<file path="config.mk">
export PLATFORM = sky130hd
export DESIGN_NAME = fb_edge_meter
export DESIGN_NICKNAME = d
export VERILOG_FILES = /design/src/rtl/fb_edge_meter.sv
export SDC_FILE = /design/constraint.sdc
export NUM_CORES = 1
export LEC_CHECK = 0
export CAP_MARGIN = 20
export CORE_UTILIZATION = 55
export CTS_CLUSTER_SIZE = 30
export DETAILED_ROUTE_END_ITERATION = 16
export PLACE_DENSITY = 0.79
export SLEW_MARGIN = 10
export SYNTH_ARGS = -nofsm -noshare
export SYNTH_HDL_FRONTEND = slang
export SYNTH_SLANG_ARGS = --single-unit
</file>
<file path="constraint.sdc">
create_clock -name clk_50 -period 2.8 [get_ports clk_50]
set_input_delay 0.56 -clock clk_50 [delete_from_list [all_inputs] [get_ports clk_50]]
set_output_delay 0.56 -clock clk_50 [all_outputs]
set_load 0.01 [all_outputs]
</file>
<file path="src/rtl/fb_edge_meter.sv">
// fb_edge_meter: feedback-pin conditioner for the PLL front end.
// Synchronizes and deglitches the raw feedback pin, emits a one-cycle
// rising-edge strobe, measures edge-to-edge period in clk_50 cycles and
// flags signal loss (timeout) and over-frequency (period too short).
// Optional build macro FB_AVG_EN: report the average of every 4 valid
// periods instead of each period individually.
// Strobe semantics: period_vld, fb_edge, err_fast and err_slow are
// single-cycle valid pulses with no ready/backpressure; the consumer must
// sample them in the cycle they are high.

module fb_edge_meter #(
    parameter int FILT_LEN   = 4,
    parameter int PER_W      = 16,
    parameter int TIMEOUT    = 500,
    parameter int MIN_PERIOD = 166
) (
    input  logic             clk_50,
    input  logic             rst_n,
    input  logic             fb_u,
    output logic             fb_f,
    output logic             fb_edge,
    output logic [PER_W-1:0] period,
    output logic             period_vld,
    output logic             sig_ok,
    output logic             err_fast,
    output logic             err_slow,
    output logic             state_dbg
);

    typedef enum logic {
        S_IDLE  = 1'b0,
        S_TRACK = 1'b1
    } state_t;

    localparam logic [3:0]       FILT_LAST = 4'(FILT_LEN - 1);
    localparam logic [PER_W-1:0] PER_MAX   = '1;
    localparam logic [PER_W-1:0] PER_ONE   = PER_W'(1);
    localparam logic [PER_W-1:0] TO_LAST   = PER_W'(TIMEOUT - 1);
    localparam logic [PER_W-1:0] PER_MIN   = PER_W'(MIN_PERIOD);

    state_t           state;
    logic             fb_s0;
    logic             fb_s1;
    logic [3:0]       filt_ctr;
    logic             fb_f_1a;
    logic [PER_W-1:0] per_ctr;
    logic [PER_W-1:0] p_meas;
    logic             rise;
    logic             period_ok;
    logic             timeout_hit;

`ifdef FB_AVG_EN
    logic [PER_W+1:0] acc;
    logic [PER_W+1:0] acc_sum;
    logic [1:0]       avg_ph;
`endif

    // A rise is seen one cycle before fb_edge goes high; FSM outputs are
    // registered on the same edge so they line up with fb_edge.
    assign rise        = fb_f & ~fb_f_1a;
    assign p_meas      = (per_ctr == PER_MAX) ? PER_MAX : per_ctr + PER_ONE;
    assign period_ok   = (p_meas >= PER_MIN);
    assign timeout_hit = (per_ctr == TO_LAST);
    assign state_dbg   = (state == S_TRACK);

`ifdef FB_AVG_EN
    assign acc_sum = acc + {2'b00, p_meas};
`endif

    // Two-flop synchronizer for the asynchronous pin.
    always_ff @(posedge clk_50) begin
        if (!rst_n) begin
            fb_s0 <= 1'b0;
            fb_s1 <= 1'b0;
        end else begin
            fb_s0 <= fb_u;
            fb_s1 <= fb_s0;
        end
    end

    // Level filter: accept a new level only after FILT_LEN consecutive clocks.
    always_ff @(posedge clk_50) begin
        if (!rst_n) begin
            filt_ctr <= 4'd0;
            fb_f     <= 1'b0;
        end else if (fb_s1 != fb_f) begin
            if (filt_ctr == FILT_LAST) begin
                fb_f     <= ~fb_f;
                filt_ctr <= 4'd0;
            end else begin
                filt_ctr <= filt_ctr + 4'd1;
            end
        end else begin
            filt_ctr <= 4'd0;
        end
    end

    // Registered rising-edge strobe of the filtered level.
    always_ff @(posedge clk_50) begin
        if (!rst_n) begin
            fb_f_1a <= 1'b0;
            fb_edge <= 1'b0;
        end else begin
            fb_f_1a <= fb_f;
            fb_edge <= rise;
        end
    end

    // Clocks since the last accepted rise, saturating at all-ones.
    always_ff @(posedge clk_50) begin
        if (!rst_n) begin
            per_ctr <= '0;
        end else if (rise) begin
            per_ctr <= '0;
        end else if (per_ctr != PER_MAX) begin
            per_ctr <= per_ctr + PER_ONE;
        end
    end

    // Lock FSM: qualifies each measured period and tracks signal presence.
    // A rise on the timeout clock takes priority over the timeout.
    always_ff @(posedge clk_50) begin
        if (!rst_n) begin
            state      <= S_IDLE;
            period     <= '0;
            period_vld <= 1'b0;
            sig_ok     <= 1'b0;
            err_fast   <= 1'b0;
            err_slow   <= 1'b0;
`ifdef FB_AVG_EN
            acc        <= '0;
            avg_ph     <= 2'd0;
`endif
        end else begin
            period_vld <= 1'b0;
            err_fast   <= 1'b0;
            err_slow   <= 1'b0;
            case (state)
                S_IDLE: begin
                    if (rise) begin
                        state <= S_TRACK;
                    end
                end
                S_TRACK: begin
                    if (rise) begin
                        if (period_ok) begin
`ifdef FB_AVG_EN
                            if (avg_ph == 2'd3) begin
                                period     <= acc_sum[PER_W+1:2];
                                period_vld <= 1'b1;
                                sig_ok     <= 1'b1;
                                acc        <= '0;
                                avg_ph     <= 2'd0;
                            end else begin
                                acc    <= acc_sum;
                                avg_ph <= avg_ph + 2'd1;
                            end
`else
                            period     <= p_meas;
                            period_vld <= 1'b1;
                            sig_ok     <= 1'b1;
`endif
                        end else begin
                            err_fast <= 1'b1;
                            sig_ok   <= 1'b0;
`ifdef FB_AVG_EN
                            acc      <= '0;
                            avg_ph   <= 2'd0;
`endif
                        end
                    end else if (timeout_hit) begin
                        err_slow <= 1'b1;
                        sig_ok   <= 1'b0;
                        state    <= S_IDLE;
`ifdef FB_AVG_EN
                        acc      <= '0;
                        avg_ph   <= 2'd0;
`endif
                    end
                end
                default: state <= S_IDLE;
            endcase
        end
    end

endmodule
</file>
==> impl_metrics.env, run 1 <==
export IMPL_seq_power_share=0.557
export IMPL_crit_slowest_cell="sky130_fd_sc_hd__dfxtp_1"
export IMPL_tritoncts="done"
export IMPL_worst_path_max_fanout=10
export IMPL_timing_final_max_slew_violations=0
export IMPL_commonest_non_fill_non_tap_cell_in_the_layout="sky130_fd_sc_hd__dfxtp_1"
export IMPL_routed_wl_um=4630
export IMPL_h_tree_depth=2
export IMPL_syn_avg_cell_area_um2=8.95
export IMPL_period_needed_ns=2.54
export IMPL_cts_hold_fix_buffers=0
export IMPL_port_buffer_count=25
export IMPL_post_synth_top_area_cell="sky130_fd_sc_hd__dfxtp_1"
export IMPL_cts_made_buffers=5
export IMPL_gpl_wtd_cong=0.885
export IMPL_global_route_overflow_total=0
export IMPL_worst_slew_margin_rel=0.533
export IMPL_dieArea_um2=4130
export IMPL_drt_first_iter_violations=142
export IMPL_syn_nets=243
export IMPL_yosys_register_bits=46
export IMPL_place_ws_ns=0.234
export IMPL_synth_edff_count=0
export IMPL_filler_cell_count=320
export IMPL_avgRoutedWirePerCell_um=14.9
export IMPL_post_drt_via_cell_ratio=5.89
export IMPL_post_cts_buffers=0
export IMPL_postSynthCellCount=238
export IMPL_grt_antenna_before_repair=0
export IMPL_design_final_nets=266
export IMPL_dp_hpwl_um=3400
export IMPL_whs_endpoint="fb_s1"
export IMPL_num_rows=22
export IMPL_rsz0062_at_grt="false"
export IMPL_final_min_period_over_clock_period=0.907
export IMPL_yosysTopAreaCellShare=0.432
export IMPL_num_vias=1827
export IMPL_gr_usage_all_layers=0.250
export IMPL_worst_skew_pair_late_latency_ns=0.31
export IMPL_cell_chain_of_the_critical_path="ha_1 > nand3_2 > nor4_2 > mux2i_2 > and4_4 > and3_1 > o221a_2"
export IMPL_most_common_layout_cells="sky130_fd_sc_hd__dfxtp_1 (46), sky130_fd_sc_hd__nor2_1 (28), sky130_fd_sc_hd__clkdlybuf4s50_1 (25), sky130_fd_sc_hd__nand2_1 (19), sky130_fd_sc_hd__nand3_1 (14)"
export IMPL_finalSetupViolations=0
export IMPL_yosysWarnings=0
export IMPL_worstReg2RegStart="per_ctr[0]"
export IMPL_postLayoutSetupSlackWorst_ns=0.260
export IMPL_clk_pin_slew_worst_paths_ns=0.09
export IMPL_first_pass_grt_wire_length_um=7850
export IMPL_share_comb_of_total_power=0.026
export IMPL_fp_dieH_um=64.2
export IMPL_numClockSinks=46
export IMPL_crit_reg2reg_capture="period[5]"
export IMPL_power_leakage_nw=0.889
export IMPL_cell_internal_power_dissipation_uw=938
export IMPL_power_density_cells_nw_per_um2=472
export IMPL_launch_instance_of_the_worst_min_delay_path="fb_s0"
export IMPL_dominantRegCellSynth="sky130_fd_sc_hd__dfxtp_1"
export IMPL_mappedNetlistArea_um2=2130
export IMPL_regArea_um2=921
export IMPL_worstPathRequired_ns=3.05
export IMPL_switchingPower_uw=256
export IMPL_floorplan_initialDensity=0.578
export IMPL_grt_max_degree=23
export IMPL_ctsRootBufferMaster="sky130_fd_sc_hd__clkbuf_8"
export IMPL_cp_top_family="simple AND/OR/NAND/NOR gates"
export IMPL_final_hold_violation_count=0
export IMPL_power_share_clock=0.417
export IMPL_drc=0
export IMPL_design_core_area_um2=3690
export IMPL_irDropWorstVdd_v=0.000349
export IMPL_final_layout_size_suffix_gt1_frac=0.115
export IMPL_largest_stage_delay_on_the_critical_path_ns=0.45
export IMPL_synth_area_leaders="sky130_fd_sc_hd__dfxtp_1 (43%), sky130_fd_sc_hd__nor2_1 (4.9%), sky130_fd_sc_hd__nand3_1 (3.5%), sky130_fd_sc_hd__nand2_1 (3.3%), sky130_fd_sc_hd__o221a_2 (2.6%)"
export IMPL_first_global_vias=1620
export IMPL_worstMarginPinSlew_ns=0.700
export IMPL_crit_path_start_kind="flop"
export IMPL_clock_path_buffers=2
export IMPL_yosysUniqueCellTypes=48
export IMPL_worstPathBufferInverterCount=0
export IMPL_setup_worst_path_class="reg -> reg"
export IMPL_outcome="finished clean"
export IMPL_min_delay_path_depth=1
export IMPL_final_antenna_net_count=0
export IMPL_ys_seq_area_frac=0.432
export IMPL_layout_core_utilization=0.687
export IMPL_cts_resized=0
export IMPL_max_clock_freq_mhz=394
export IMPL_die_x_um=64.2
export IMPL_worst_setup_skew_after_layout_ns=0.00880
export IMPL_multi_input_area_um2=1140
export IMPL_cap_violations=0
export IMPL_arrival_ns=2.79
export IMPL_antenna_cells=0
export IMPL_critPathCaptureType="flop"
export IMPL_floorplan_io_pins=26
export IMPL_largestRegisters="per_ctr: 16 flops, period: 16 flops, filt_ctr: 4 flops"
export IMPL_holdCritPathClass="reg -> reg"
export IMPL_sw_frac_of_total=0.215
export IMPL_ys_async_sr_fraction=0
export IMPL_drt_first_pass_iters=4
export IMPL_syn2layout_area_growth_pct=18.9
export IMPL_rrSetupSlack_ns=0.26
export IMPL_fin_tns_setup_ns=0
export IMPL_worst_r2r_cell_count=7
## through the flow
step / total power [mW] / instances / area [µm²] / hold slack (ns)
detailed placement: 0.712 / 302 / 2410 / 0.433
floorplan: 0.701 / 238 / 2130 / 0.412
global placement: 0.711 / 302 / 2410 / 0.414
global route: 1.24 / 310 / 2530 / 0.468
CTS: 1.20 / 310 / 2520 / 0.455
finish: 1.19 / 310 / 2530 / 0.451
## metal layers
layer	track usage	routed length, µm	vias to the layer above
met5	0	0	-
met4	0.103	100	0
met3	0.0661	182	11
met2	0.382	2150	43
met1	0.330	2200	856
li1	-	-	917
## cell usage after synthesis (2+ instances only)
cell type,n
sky130_fd_sc_hd__nor4_2,2
sky130_fd_sc_hd__o221a_2,5
sky130_fd_sc_hd__and2_1,7
sky130_fd_sc_hd__nor3_1,9
sky130_fd_sc_hd__nor2_1,28
sky130_fd_sc_hd__buf_2,5
sky130_fd_sc_hd__inv_1,4
sky130_fd_sc_hd__o21a_1,2
sky130_fd_sc_hd__dfxtp_1,46
sky130_fd_sc_hd__o32ai_1,2
sky130_fd_sc_hd__nor4b_1,2
sky130_fd_sc_hd__and3_1,3
sky130_fd_sc_hd__nand3_1,15
sky130_fd_sc_hd__a21oi_1,10
sky130_fd_sc_hd__nand4_1,5
sky130_fd_sc_hd__o21ai_0,8
sky130_fd_sc_hd__xor2_1,6
sky130_fd_sc_hd__a31oi_1,7
sky130_fd_sc_hd__and4_1,4
sky130_fd_sc_hd__nand2b_1,3
sky130_fd_sc_hd__mux2i_1,4
sky130_fd_sc_hd__ha_1,2
sky130_fd_sc_hd__xnor2_1,6
sky130_fd_sc_hd__or3_1,2
sky130_fd_sc_hd__nand2_1,19
sky130_fd_sc_hd__clkbuf_1,8
sky130_fd_sc_hd__a221oi_1,3
## worst max-delay path by stage
stage,depth (start not counted),start,slack [ns],to
floorplan,8,per_ctr[0],0.47,period[1]
global placement,7,per_ctr[0],0.32,period[2]
detailed placement,7,per_ctr[0],0.23,period[1]
CTS,7,per_ctr[0],0.20,period[1]
global route,7,per_ctr[0],0.04,period[1]
finish,7,per_ctr[0],0.26,period[5]
## cell families after synthesis
logic type      count (synthesis)  synth area share
compound gates                 47             0.165
xor+xnor                       12            0.0493
fa+ha+maj                       2            0.0117
buf+inv                        18            0.0382
flops                          46             0.432
mux                             5            0.0241
simple gates                  108             0.280
## worst register-to-register path: stages (launching register included)
cell	delay [ns]
sky130_fd_sc_hd__dfxtp_1	0.45
sky130_fd_sc_hd__ha_1	0.26
sky130_fd_sc_hd__nand3_2	0.22
sky130_fd_sc_hd__nor4_2	0.38
sky130_fd_sc_hd__mux2i_2	0.33
sky130_fd_sc_hd__and4_4	0.32
sky130_fd_sc_hd__and3_1	0.31
sky130_fd_sc_hd__o221a_2	0.23
## layout make-up
cell class	instances	area share
Timing Repair Buffer	30	0.114
Inverter	4	0.00593
Clock buffer	5	0.0272
Sequential cell	46	0.363
Clock inverter	3	0.0173
Tap cell	48	0.0237
Multi-Input combinational cell	174	0.449
## power by group through the flow
stage	clock network [mW]	logic (mW)	registers [mW]
finish	0.498	0.0310	0.666
floorplan	0	0.0219	0.680
global placement	0	0.0304	0.680
global route	0.536	0.0349	0.667
CTS	0.506	0.0312	0.666
detailed placement	0	0.0312	0.681
Power figures use the tool's default switching activity.
==> run 2, diff against run 1 <==
--- a/config.mk
+++ b/config.mk
@@ -10,6 +10,7 @@
 export CTS_CLUSTER_SIZE = 30
 export DETAILED_ROUTE_END_ITERATION = 16
 export PLACE_DENSITY = 0.79
+export RECOVER_POWER = 50
 export SLEW_MARGIN = 10
 export SYNTH_ARGS = -nofsm -noshare
 export SYNTH_HDL_FRONTEND = slang
==> run 2 against run 1 <==
Against the previous run:
- sequential share of layout area is 0.11 points higher
- utilization is 0.20 points lower
- register-to-register slack hardly changed
- final area is 0.30% lower
- clock power hardly changed
- worst setup slack worse by 0.0050 ns
- combinational power is 3% lower
- largest power group unchanged
==> impl_metrics.env, run 2 (synthesis results as in run 1) <==
export IMPL_outcome="finished clean"
export IMPL_antenna_cells=0
export IMPL_worstMarginPinSlew_ns=0.819
export IMPL_syn2layout_area_growth_pct=18.6
export IMPL_worstPathRequired_ns=3.05
export IMPL_design_final_nets=266
export IMPL_h_tree_depth=2
export IMPL_cap_violations=0
export IMPL_period_needed_ns=2.54
export IMPL_worst_setup_skew_after_layout_ns=0.00976
export IMPL_finalSetupViolations=0
export IMPL_fp_dieH_um=64.2
export IMPL_post_cts_buffers=0
export IMPL_port_buffer_count=25
export IMPL_dieArea_um2=4130
export IMPL_routed_wl_um=4650
export IMPL_critPathCaptureType="flop"
export IMPL_gr_usage_all_layers=0.250
export IMPL_floorplan_io_pins=26
export IMPL_drt_first_iter_violations=140
export IMPL_power_leakage_nw=0.952
export IMPL_drc=0
export IMPL_clock_path_buffers=2
export IMPL_worst_skew_pair_late_latency_ns=0.31
export IMPL_power_density_cells_nw_per_um2=473
export IMPL_grt_max_degree=23
export IMPL_global_route_overflow_total=0
export IMPL_worst_path_max_fanout=10
export IMPL_fin_tns_setup_ns=0
export IMPL_rsz0062_at_grt="false"
export IMPL_arrival_ns=2.80
export IMPL_first_global_vias=1620
export IMPL_final_antenna_net_count=0
export IMPL_floorplan_initialDensity=0.578
export IMPL_grt_antenna_before_repair=0
export IMPL_tritoncts="done"
export IMPL_setup_worst_path_class="reg -> reg"
export IMPL_max_clock_freq_mhz=393
export IMPL_final_min_period_over_clock_period=0.909
export IMPL_worst_slew_margin_rel=0.454
export IMPL_num_vias=1823
export IMPL_drt_first_pass_iters=4
export IMPL_avgRoutedWirePerCell_um=15.0
export IMPL_crit_path_start_kind="flop"
export IMPL_final_hold_violation_count=0
export IMPL_cp_top_family="simple AND/OR/NAND/NOR gates"
export IMPL_final_layout_size_suffix_gt1_frac=0.103
export IMPL_irDropWorstVdd_v=0.000342
export IMPL_dp_hpwl_um=3400
export IMPL_die_x_um=64.2
export IMPL_largestRegisters="per_ctr: 16 flops, period: 16 flops, filt_ctr: 4 flops"
export IMPL_cts_hold_fix_buffers=0
export IMPL_most_common_layout_cells="sky130_fd_sc_hd__dfxtp_1 (46), sky130_fd_sc_hd__nor2_1 (28), sky130_fd_sc_hd__dlygate4sd3_1 (21), sky130_fd_sc_hd__nand2_1 (19), sky130_fd_sc_hd__nand3_1 (14)"
export IMPL_worstPathBufferInverterCount=0
export IMPL_largest_stage_delay_on_the_critical_path_ns=0.45
export IMPL_clk_pin_slew_worst_paths_ns=0.09
export IMPL_crit_slowest_cell="sky130_fd_sc_hd__dfxtp_1"
export IMPL_holdCritPathClass="reg -> reg"
export IMPL_timing_final_max_slew_violations=0
export IMPL_ctsRootBufferMaster="sky130_fd_sc_hd__clkbuf_8"
export IMPL_post_drt_via_cell_ratio=5.88
export IMPL_gpl_wtd_cong=0.885
export IMPL_design_core_area_um2=3690
export IMPL_timing_hold_ws_ns=0.452
export IMPL_commonest_non_fill_non_tap_cell_in_the_layout="sky130_fd_sc_hd__dfxtp_1"
export IMPL_numClockSinks=46
export IMPL_cell_chain_of_the_critical_path="ha_1 > nand3_2 > nor4_2 > mux2i_2 > and4_4 > and3_1 > o221a_2"
export IMPL_cts_made_buffers=5
export IMPL_filler_cell_count=321
export IMPL_first_pass_grt_wire_length_um=7850
export IMPL_num_rows=22
## run 2: metal layers
layer	track usage	wire (µm)	part of all wire
met5	0	0	0
met4	0.103	93	0.020
met3	0.0661	210	0.045
met2	0.382	2150	0.46
met1	0.330	2200	0.47
## run 2: final cells by class
type | count | area (µm²) | share of cell area
Tap cell | 48 | 60.1 | 0.0238
Multi-Input combinational cell | 174 | 1140 | 0.450
Clock inverter | 3 | 43.8 | 0.0173
Sequential cell | 46 | 921 | 0.365
Inverter | 4 | 15.0 | 0.00594
Timing Repair Buffer | 30 | 280 | 0.111
Clock buffer | 5 | 68.8 | 0.0272
## run 2: what timing repair did
| item | in CTS | in global routing |
|---|---|---|
| hold endpoints to repair | 0 | 0 |
| gates resized for setup | 0 | 2 |
| endpoints found under the setup margin | 0 | 4 |
## run 2: final timing paths
check	startpoint	to	slack, ns	depth (start not counted)
worst min-delay path	fb_s0	fb_s1	0.45	1
worst max register to register	per_ctr[0]	period[5]	0.26	7
worst max-delay path	per_ctr[0]	period[5]	0.26	7
worst min register to register	fb_s0	fb_s1	0.45	1
## run 2: worst reg2reg max path, delay by kind of cell (launching register included)
family / cells / cell delay (ns)
multiplexers: 1 / 0.33
AO/OA/AOI/OAI: 1 / 0.23
AND/OR/NAND/NOR: 4 / 1.23
adder cells (fa/ha/maj): 1 / 0.26
flip-flops: 1 / 0.45
## run 2: report_power, final
group          total, mW  switching [mW]  leakage, nW  internal, mW
Sequential         0.666         0.00667        0.371         0.659
Clock              0.500           0.232       0.0585         0.267
Combinational     0.0302          0.0194        0.522        0.0109
## run 2: metrics by stage
step / power [mW] / instances / util / cell area [µm²] / worst slack [ns]
5_1_grt: 1.24 / 310 / 0.685 / 2530 / 0.0427
3_3_place_gp: 0.711 / 302 / 0.654 / 2410 / 0.323
4_1_cts: 1.20 / 310 / 0.685 / 2520 / 0.198
3_5_place_dp: 0.712 / 302 / 0.654 / 2410 / 0.234
2_1_floorplan: 0.701 / 238 / - / 2130 / 0.472
6_report: 1.20 / 310 / 0.685 / 2530 / 0.255
